**config.mk**
```make
export PLATFORM = sky130hd
export DESIGN_NAME = bcsa16_err_monitor
export DESIGN_NICKNAME = d
export VERILOG_FILES = /design/src/rtl/bcsa16_err_monitor.sv
export SDC_FILE = /design/constraint.sdc
export NUM_CORES = 1
export LEC_CHECK = 0
export BUFFER_PORTS_ARGS = -buffer_cell sky130_fd_sc_hd__buf_2
export CORE_UTILIZATION = 45
export DETAILED_ROUTE_END_ITERATION = 6
export HOLD_SLACK_MARGIN = 0.08
export PLACE_DENSITY = 0.68
export REMOVE_ABC_BUFFERS = 1
export SLEW_MARGIN = 10
export SYNTH_ARGS = -nofsm -noshare
export SYNTH_HDL_FRONTEND = slang
export SYNTH_SLANG_ARGS = --single-unit
```
**constraint.sdc**
```tcl
create_clock -name clk -period 5.1 [get_ports clk]
set_input_delay 1.02 -clock clk [delete_from_list [all_inputs] [get_ports clk]]
set_output_delay 1.02 -clock clk [all_outputs]
set_load 0.05 [all_outputs]
```
**src/rtl/bcsa16_err_monitor.sv**
```systemverilog
`default_nettype none
// ============================================================================
// Module   : bcsa16_err_monitor
// Brief    : Windowed error statistics for the 16-bit approximate block
//            carry-select adder (error count, summed/max error distance).
//            Optional signed bias accumulator: define BCSA_ERRMON_BIAS_EN.
// Revision : 1.0 - initial release
// ============================================================================
module bcsa16_err_monitor #(
    parameter int WINDOW = 256,
    parameter int CNT_W  = 16
) (
    input  logic             clk,
    input  logic             rst,
    input  logic             start,
    input  logic             in_valid,
    output logic             in_ready,
    input  logic [15:0]      a,
    input  logic [15:0]      b,
    input  logic [16:0]      sum_apx,
    output logic             busy,
    output logic             done,
    output logic [CNT_W-1:0] samples,
    output logic [CNT_W-1:0] err_count,
    output logic [31:0]      ed_sum,
    output logic [16:0]      ed_max
`ifdef BCSA_ERRMON_BIAS_EN
    ,
    output logic signed [32:0] bias_sum
`endif
);

    typedef enum logic [1:0] {
        S_IDLE  = 2'd0,
        S_RUN   = 2'd1,
        S_DRAIN = 2'd2,
        S_DONE  = 2'd3
    } state_t;

    localparam logic [CNT_W-1:0] C_LAST = CNT_W'(WINDOW - 1);

    state_t            r_state;
    logic              r_in_ready;
    logic              r_busy;
    logic              r_done;
    logic [CNT_W-1:0]  r_samples;
    logic [CNT_W-1:0]  r_err_count;
    logic [31:0]       r_ed_sum;
    logic [16:0]       r_ed_max;
    logic [16:0]       r_exact;
    logic [16:0]       r_apx;
    logic              r_s1_valid;

    logic              w_xfer;
    logic              w_clear;
    logic [16:0]       w_ed;
    logic [32:0]       w_ed_sum_ext;

    assign w_xfer  = in_valid && r_in_ready;
    assign w_clear = start && ((r_state == S_IDLE) || (r_state == S_DONE));

    assign w_ed         = (r_exact >= r_apx) ? (r_exact - r_apx) : (r_apx - r_exact);
    assign w_ed_sum_ext = {1'b0, r_ed_sum} + {16'd0, w_ed};

    always_ff @(posedge clk or posedge rst) begin
        if (rst) begin
            r_state    <= S_IDLE;
            r_in_ready <= 1'b0;
            r_busy     <= 1'b0;
            r_done     <= 1'b0;
        end else begin
            case (r_state)
                S_IDLE: begin
                    if (start) begin
                        r_state    <= S_RUN;
                        r_in_ready <= 1'b1;
                        r_busy     <= 1'b1;
                    end
                end
                S_RUN: begin
                    if (w_xfer && (r_samples == C_LAST)) begin
                        r_state    <= S_DRAIN;
                        r_in_ready <= 1'b0;
                    end
                end
                S_DRAIN: begin
                    r_state <= S_DONE;
                    r_busy  <= 1'b0;
                    r_done  <= 1'b1;
                end
                S_DONE: begin
                    r_done <= 1'b0;
                    if (start) begin
                        r_state    <= S_RUN;
                        r_in_ready <= 1'b1;
                        r_busy     <= 1'b1;
                    end else begin
                        r_state <= S_IDLE;
                    end
                end
                default: begin
                    r_state    <= S_IDLE;
                    r_in_ready <= 1'b0;
                    r_busy     <= 1'b0;
                    r_done     <= 1'b0;
                end
            endcase
        end
    end

    // Stage 1: capture exact and approximate sums on each transfer.
    always_ff @(posedge clk or posedge rst) begin
        if (rst) begin
            r_exact    <= 17'd0;
            r_apx      <= 17'd0;
            r_s1_valid <= 1'b0;
            r_samples  <= '0;
        end else begin
            r_s1_valid <= w_xfer;
            if (w_xfer) begin
                r_exact <= {1'b0, a} + {1'b0, b};
                r_apx   <= sum_apx;
            end
            if (w_clear) begin
                r_samples <= '0;
            end else if (w_xfer) begin
                r_samples <= r_samples + CNT_W'(1);
            end
        end
    end

    // Stage 2: fold error distance into the window statistics. s1_valid is
    // never set while a window can be cleared, so the two never collide.
    always_ff @(posedge clk or posedge rst) begin
        if (rst) begin
            r_err_count <= '0;
            r_ed_sum    <= 32'd0;
            r_ed_max    <= 17'd0;
        end else if (w_clear) begin
            r_err_count <= '0;
            r_ed_sum    <= 32'd0;
            r_ed_max    <= 17'd0;
        end else if (r_s1_valid) begin
            if (w_ed != 17'd0) begin
                r_err_count <= r_err_count + CNT_W'(1);
            end
            r_ed_sum <= w_ed_sum_ext[32] ? 32'hFFFF_FFFF : w_ed_sum_ext[31:0];
            if (w_ed > r_ed_max) begin
                r_ed_max <= w_ed;
            end
        end
    end

`ifdef BCSA_ERRMON_BIAS_EN
    logic signed [32:0] r_bias_sum;
    logic        [17:0] w_diff;

    assign w_diff = {1'b0, r_apx} - {1'b0, r_exact};

    always_ff @(posedge clk or posedge rst) begin
        if (rst) begin
            r_bias_sum <= 33'sd0;
        end else if (w_clear) begin
            r_bias_sum <= 33'sd0;
        end else if (r_s1_valid) begin
            r_bias_sum <= r_bias_sum + $signed({{15{w_diff[17]}}, w_diff});
        end
    end

    assign bias_sum = r_bias_sum;
`endif

    assign in_ready  = r_in_ready;
    assign busy      = r_busy;
    assign done      = r_done;
    assign samples   = r_samples;
    assign err_count = r_err_count;
    assign ed_sum    = r_ed_sum;
    assign ed_max    = r_ed_max;

endmodule
`default_nettype wire

```
==> results.md <==
| Step | Metric | This run |
|---|---|---|
| floorplan | Die Y-Extent | 146.9 microns |
| drt | Total Routed Length | 25,130 microns |
| clock network | Clock buffer count from CTS | 17 |
| floorplan | Row cnt | 52 |
| power | Leakage power total | 5.434 nW |
| place | Weighted congestion at the end of routability-driven global placement | 0.9445 |
| yosys | Biggest area contributors in the synthesized netlist | sky130_fd_sc_hd__dfrtp_1 (32%), sky130_fd_sc_hd__ha_1 (12%), sky130_fd_sc_hd__o21ai_0 (3.9%) |
| yosys | Average size of a mapped cell | 8.697 sq um |
| clock network | Number of clock sinks | 121 |
| global route | Residual overflow from global routing | 0 |
| yosys | Number of distinct library cells after synthesis | 82 |
| drt | Detailed-route via count | 8,795 |
| status | Result of the run | completed |
| clock network | Clock insertion delay at the later pin of the skew report | 0.43 ns |
| yosys | Warnings, synthesis | 0 |
| power | Power Total | 2.539 mW |
| timing | Final count of negative-setup-slack endpoints | 0 |
| cells and area | Layout overhead on the synthesized area | 22.56% |
| yosys | Number of flip-flops and latches in the synthesized netlist | 121 |
| global route | Global-route wire length before repair | 40,360 microns |
| clock network | Buffer type at the clock tree root | sky130_fd_sc_hd__clkbuf_16 |
| critical path | Data arrival, critical path | 5.24 ns |
| drt | Ratio of routed vias to standard cells | 5.752 |
| floorplan | # IOs | 137 |
| cells and area | Most common library cell in the layout ignoring fill and taps | sky130_fd_sc_hd__buf_2 |
| cells and area | Final design utilization | 56.66% |
| timing | Relative slew slack | 23.31% |
| place | Final HPWL DP | 18,190 microns |
| clock network | Clock-pin slew on the worst setup and hold paths | 0.06 ns |
| timing | Layout Skew | 0.01303 ns |
| timing | Final Hold Violating Endpoints | 0 |
| timing | Fin crit period | 4.916 ns |
| clock network | Clock Path Buffers | 2 |
| timing | Max-slew violations | 0 |
| cells and area | Net count, final | 1,394 |
| drt | Count of antenna-violating nets left after detailed routing | 0 |
| cells and area | Share of final-layout standard cells stronger than drive strength 1 | 24.54% |
| critical path | Path type of the worst setup path | register to register |
| place | Post-placement cell count | 1,488 |
| drt | Starting DRC count in detailed routing | 732 |
| timing | Highest clock frequency the design can meet | 203.4 MHz |
| place | Worst slack at placement | -0.06849 ns |
| global route | Largest net degree at the start of global routing | 72 |
| cells and area | Highest-count cells in the layout ignoring fill and taps | sky130_fd_sc_hd__buf_2 (136), sky130_fd_sc_hd__dfrtp_1 (121), sky130_fd_sc_hd__inv_1 (85) |
| floorplan | Horizontal extent of the die | 146.9 microns |
| power | Worst VDD drop | 216.0 uV |
| floorplan | Die footprint | 21,570 sq um |
| floorplan | Area inside the core boundary | 20,430 sq um |
| global route | Number of global-route vias before repair | 8,123 |
| global route | Initial antenna violation count | 0 |
| global route | All-layer global routing usage | 22.98% |
| power | P per Cell Area | 219.4 nW/um^2 |
| yosys | Count of mapped cells out of synthesis | 1,086 |
| clock network | Total number of H-tree levels | 4 |
| clock network | TritonCTS clock tree | done |
| yosys | Library cell occupying the most area in the post-synthesis netlist | sky130_fd_sc_hd__dfrtp_1 |
| critical path | Endpoint kind of the worst setup timing path | register |
| critical path | Top fanout value on the critical path | 15 |
| cells and area | Post-layout instance count excluding filler cells | 1,529 |
| timing | Final WS setup | 0.1839 ns |
| drt | Detail-routed net length per standard cell | 16.44 microns |
| yosys | Area of the mapped netlist | 9445 sq um |
| drt | Number of iterations in the first detailed-routing pass | 6 |
| place | Number of buffers inserted by port buffering | 136 |
| hold path | Type of the tightest min-delay check | register to register |
| critical path | Required time of the critical path | 5.43 ns |
| timing | Slew at the pin closest to its max-slew limit | 1.144 ns |
| critical path | Element type at the critical path start | register |
| yosys | Share of the yosys chip area belonging to registers | 32.06% |
| floorplan | Starting density of the core | 46.23% |
| job | Number of max-cap violations | 0 |
| timing | Share of the clock period used by the worst path | 96.39% |
| yosys | Most used flip-flop cell after synthesis | sky130_fd_sc_hd__dfrtp_1 |
| drt | DRC Markers | 0 |
| yosys | Top cell type's share of synthesized area | 32.06% |
| yosys | Async set or reset register ratio after synthesis | 100.0% |
| cells and area | N_diodes | 0 |
| yosys | EDFF count, synth | 0 |
## cells in the mapped netlist, types with 4 or more instances
| cell | count |
|---|---|
| sky130_fd_sc_hd__fa_1 | 4 |
| sky130_fd_sc_hd__nand2_1 | 84 |
| sky130_fd_sc_hd__a211oi_1 | 19 |
| sky130_fd_sc_hd__buf_6 | 4 |
| sky130_fd_sc_hd__or4_1 | 4 |
| sky130_fd_sc_hd__a2111oi_0 | 4 |
| sky130_fd_sc_hd__o21ai_2 | 9 |
| sky130_fd_sc_hd__nor3_1 | 20 |
| sky130_fd_sc_hd__a21o_1 | 12 |
| sky130_fd_sc_hd__clkbuf_1 | 27 |
| sky130_fd_sc_hd__xor2_1 | 29 |
| sky130_fd_sc_hd__o21a_1 | 11 |
| sky130_fd_sc_hd__a32oi_1 | 10 |
| sky130_fd_sc_hd__nand4b_1 | 5 |
| sky130_fd_sc_hd__inv_1 | 88 |
| sky130_fd_sc_hd__buf_2 | 11 |
| sky130_fd_sc_hd__o22ai_1 | 4 |
| sky130_fd_sc_hd__ha_1 | 90 |
| sky130_fd_sc_hd__nor3b_1 | 18 |
| sky130_fd_sc_hd__buf_4 | 5 |
| sky130_fd_sc_hd__buf_1 | 6 |
| sky130_fd_sc_hd__o41ai_1 | 7 |
| sky130_fd_sc_hd__and3_1 | 31 |
| sky130_fd_sc_hd__or3_1 | 8 |
| sky130_fd_sc_hd__o21ai_0 | 73 |
| sky130_fd_sc_hd__and2_1 | 8 |
| sky130_fd_sc_hd__o211ai_1 | 5 |
| sky130_fd_sc_hd__nand3_1 | 26 |
| sky130_fd_sc_hd__o31ai_1 | 10 |
| sky130_fd_sc_hd__nor2b_1 | 11 |
| sky130_fd_sc_hd__nor4_1 | 6 |
| sky130_fd_sc_hd__nand2b_1 | 7 |
| sky130_fd_sc_hd__a311oi_1 | 6 |
| sky130_fd_sc_hd__nand4_1 | 18 |
| sky130_fd_sc_hd__dfrtp_1 | 121 |
| sky130_fd_sc_hd__or2_2 | 10 |
| sky130_fd_sc_hd__nor2_1 | 74 |
| sky130_fd_sc_hd__mux2i_1 | 17 |
| sky130_fd_sc_hd__xnor2_1 | 11 |
| sky130_fd_sc_hd__a21oi_1 | 60 |
| sky130_fd_sc_hd__and4_1 | 11 |
| sky130_fd_sc_hd__a31oi_1 | 39 |
## cell families after synthesis
kind of cell | Yosys count | share of synthesized area, %
and+or+nand+nor | 356 | 19.99
AOI/OAI and AO/OA | 313 | 22.84
buffers and inverters | 142 | 6.478
DFF | 121 | 32.06
adders and majority gates | 94 | 12.77
xor gates and xnor gates | 40 | 3.709
muxes | 20 | 2.159
## metrics by stage
step	TNS, ns	cell area (sq um)	hold slack, ns
after floorplan	-19.69	9164	0.4772
after detailed placement	-0.3013	10580	0.4900
after global placement	0	10580	0.4835
after CTS	0	11230	0.5011
final	0	11580	0.4998
after global routing	-0.2442	11580	0.5306
## layout make-up
type	count	area, sq um
clock buffers	18	429.2
clock inverters	13	195.2
fillers	1851	8853
inverters	88	332.8
multi-input cells	823	6086
flip-flops and latches	121	3028
well taps	270	337.8
repair buffers	196	1167
## final timing paths
path                       cells past startpoint       endpoint  slack [ns]           from
setup / recovery                              19      ed_sum[9]        0.18    r_exact[14]
hold / removal                                 1  err_count[15]        0.50  err_count[15]
setup reg to reg                              19      ed_sum[9]        0.18    r_exact[14]
hold reg to reg                                1  err_count[15]        0.50  err_count[15]
max in group asynchronous                      3      ed_max[6]        3.48            rst
min in group asynchronous                      2    samples[11]        0.64            rst
## layer usage
metal	part of all wire (%)	track usage, %	wire, microns
met2	47	37.58	11890
met4	1.6	6.406	404
met3	4.2	3.634	1055
met1	47	31.40	11780
met5	0	0	0
## where the power goes
part           switching [mW]  leakage, nW  total [mW]  internal (mW)
Combinational           0.155         3.65       0.238         0.0832
Sequential             0.0196         1.49       0.997          0.977
Clock                   0.483        0.299        1.30          0.822
## flip-flops by register name (all words and copies together) (netlist names)
register / count
busy: 1
r_apx: 17
ed_max: 17
r_s1_valid: 1
done: 1
in_ready: 1
ed_sum: 32
r_state: 2
r_exact: 17
err_count: 16
samples: 16
## critical path, stage by stage (launching register included)
cell	delay (ns)
sky130_fd_sc_hd__dfrtp_1	0.41
sky130_fd_sc_hd__inv_2	0.07
sky130_fd_sc_hd__ha_4	0.25
sky130_fd_sc_hd__and3_1	0.15
sky130_fd_sc_hd__o21a_2	0.25
sky130_fd_sc_hd__a211o_4	0.36
sky130_fd_sc_hd__buf_4	0.15
sky130_fd_sc_hd__buf_4	0.14
sky130_fd_sc_hd__or3_1	0.36
sky130_fd_sc_hd__a32o_1	0.23
sky130_fd_sc_hd__xor2_1	0.45
sky130_fd_sc_hd__ha_1	0.29
sky130_fd_sc_hd__and3_1	0.22
sky130_fd_sc_hd__a211oi_2	0.10
sky130_fd_sc_hd__o41ai_2	0.36
sky130_fd_sc_hd__buf_4	0.18
sky130_fd_sc_hd__nand4_1	0.23
sky130_fd_sc_hd__buf_6	0.23
sky130_fd_sc_hd__buf_6	0.15
sky130_fd_sc_hd__a31oi_1	0.22
## repair_timing
| item | in CTS | in global routing |
|---|---|---|
| pin swaps | 0 | 15 |
| setup buffers | 1 | 9 |
| setup endpoints to repair | 22 | 32 |
| hold buffers | 0 | 0 |
| resized for setup | 4 | 48 |
Note: power is estimated with default switching activity, not from simulation.
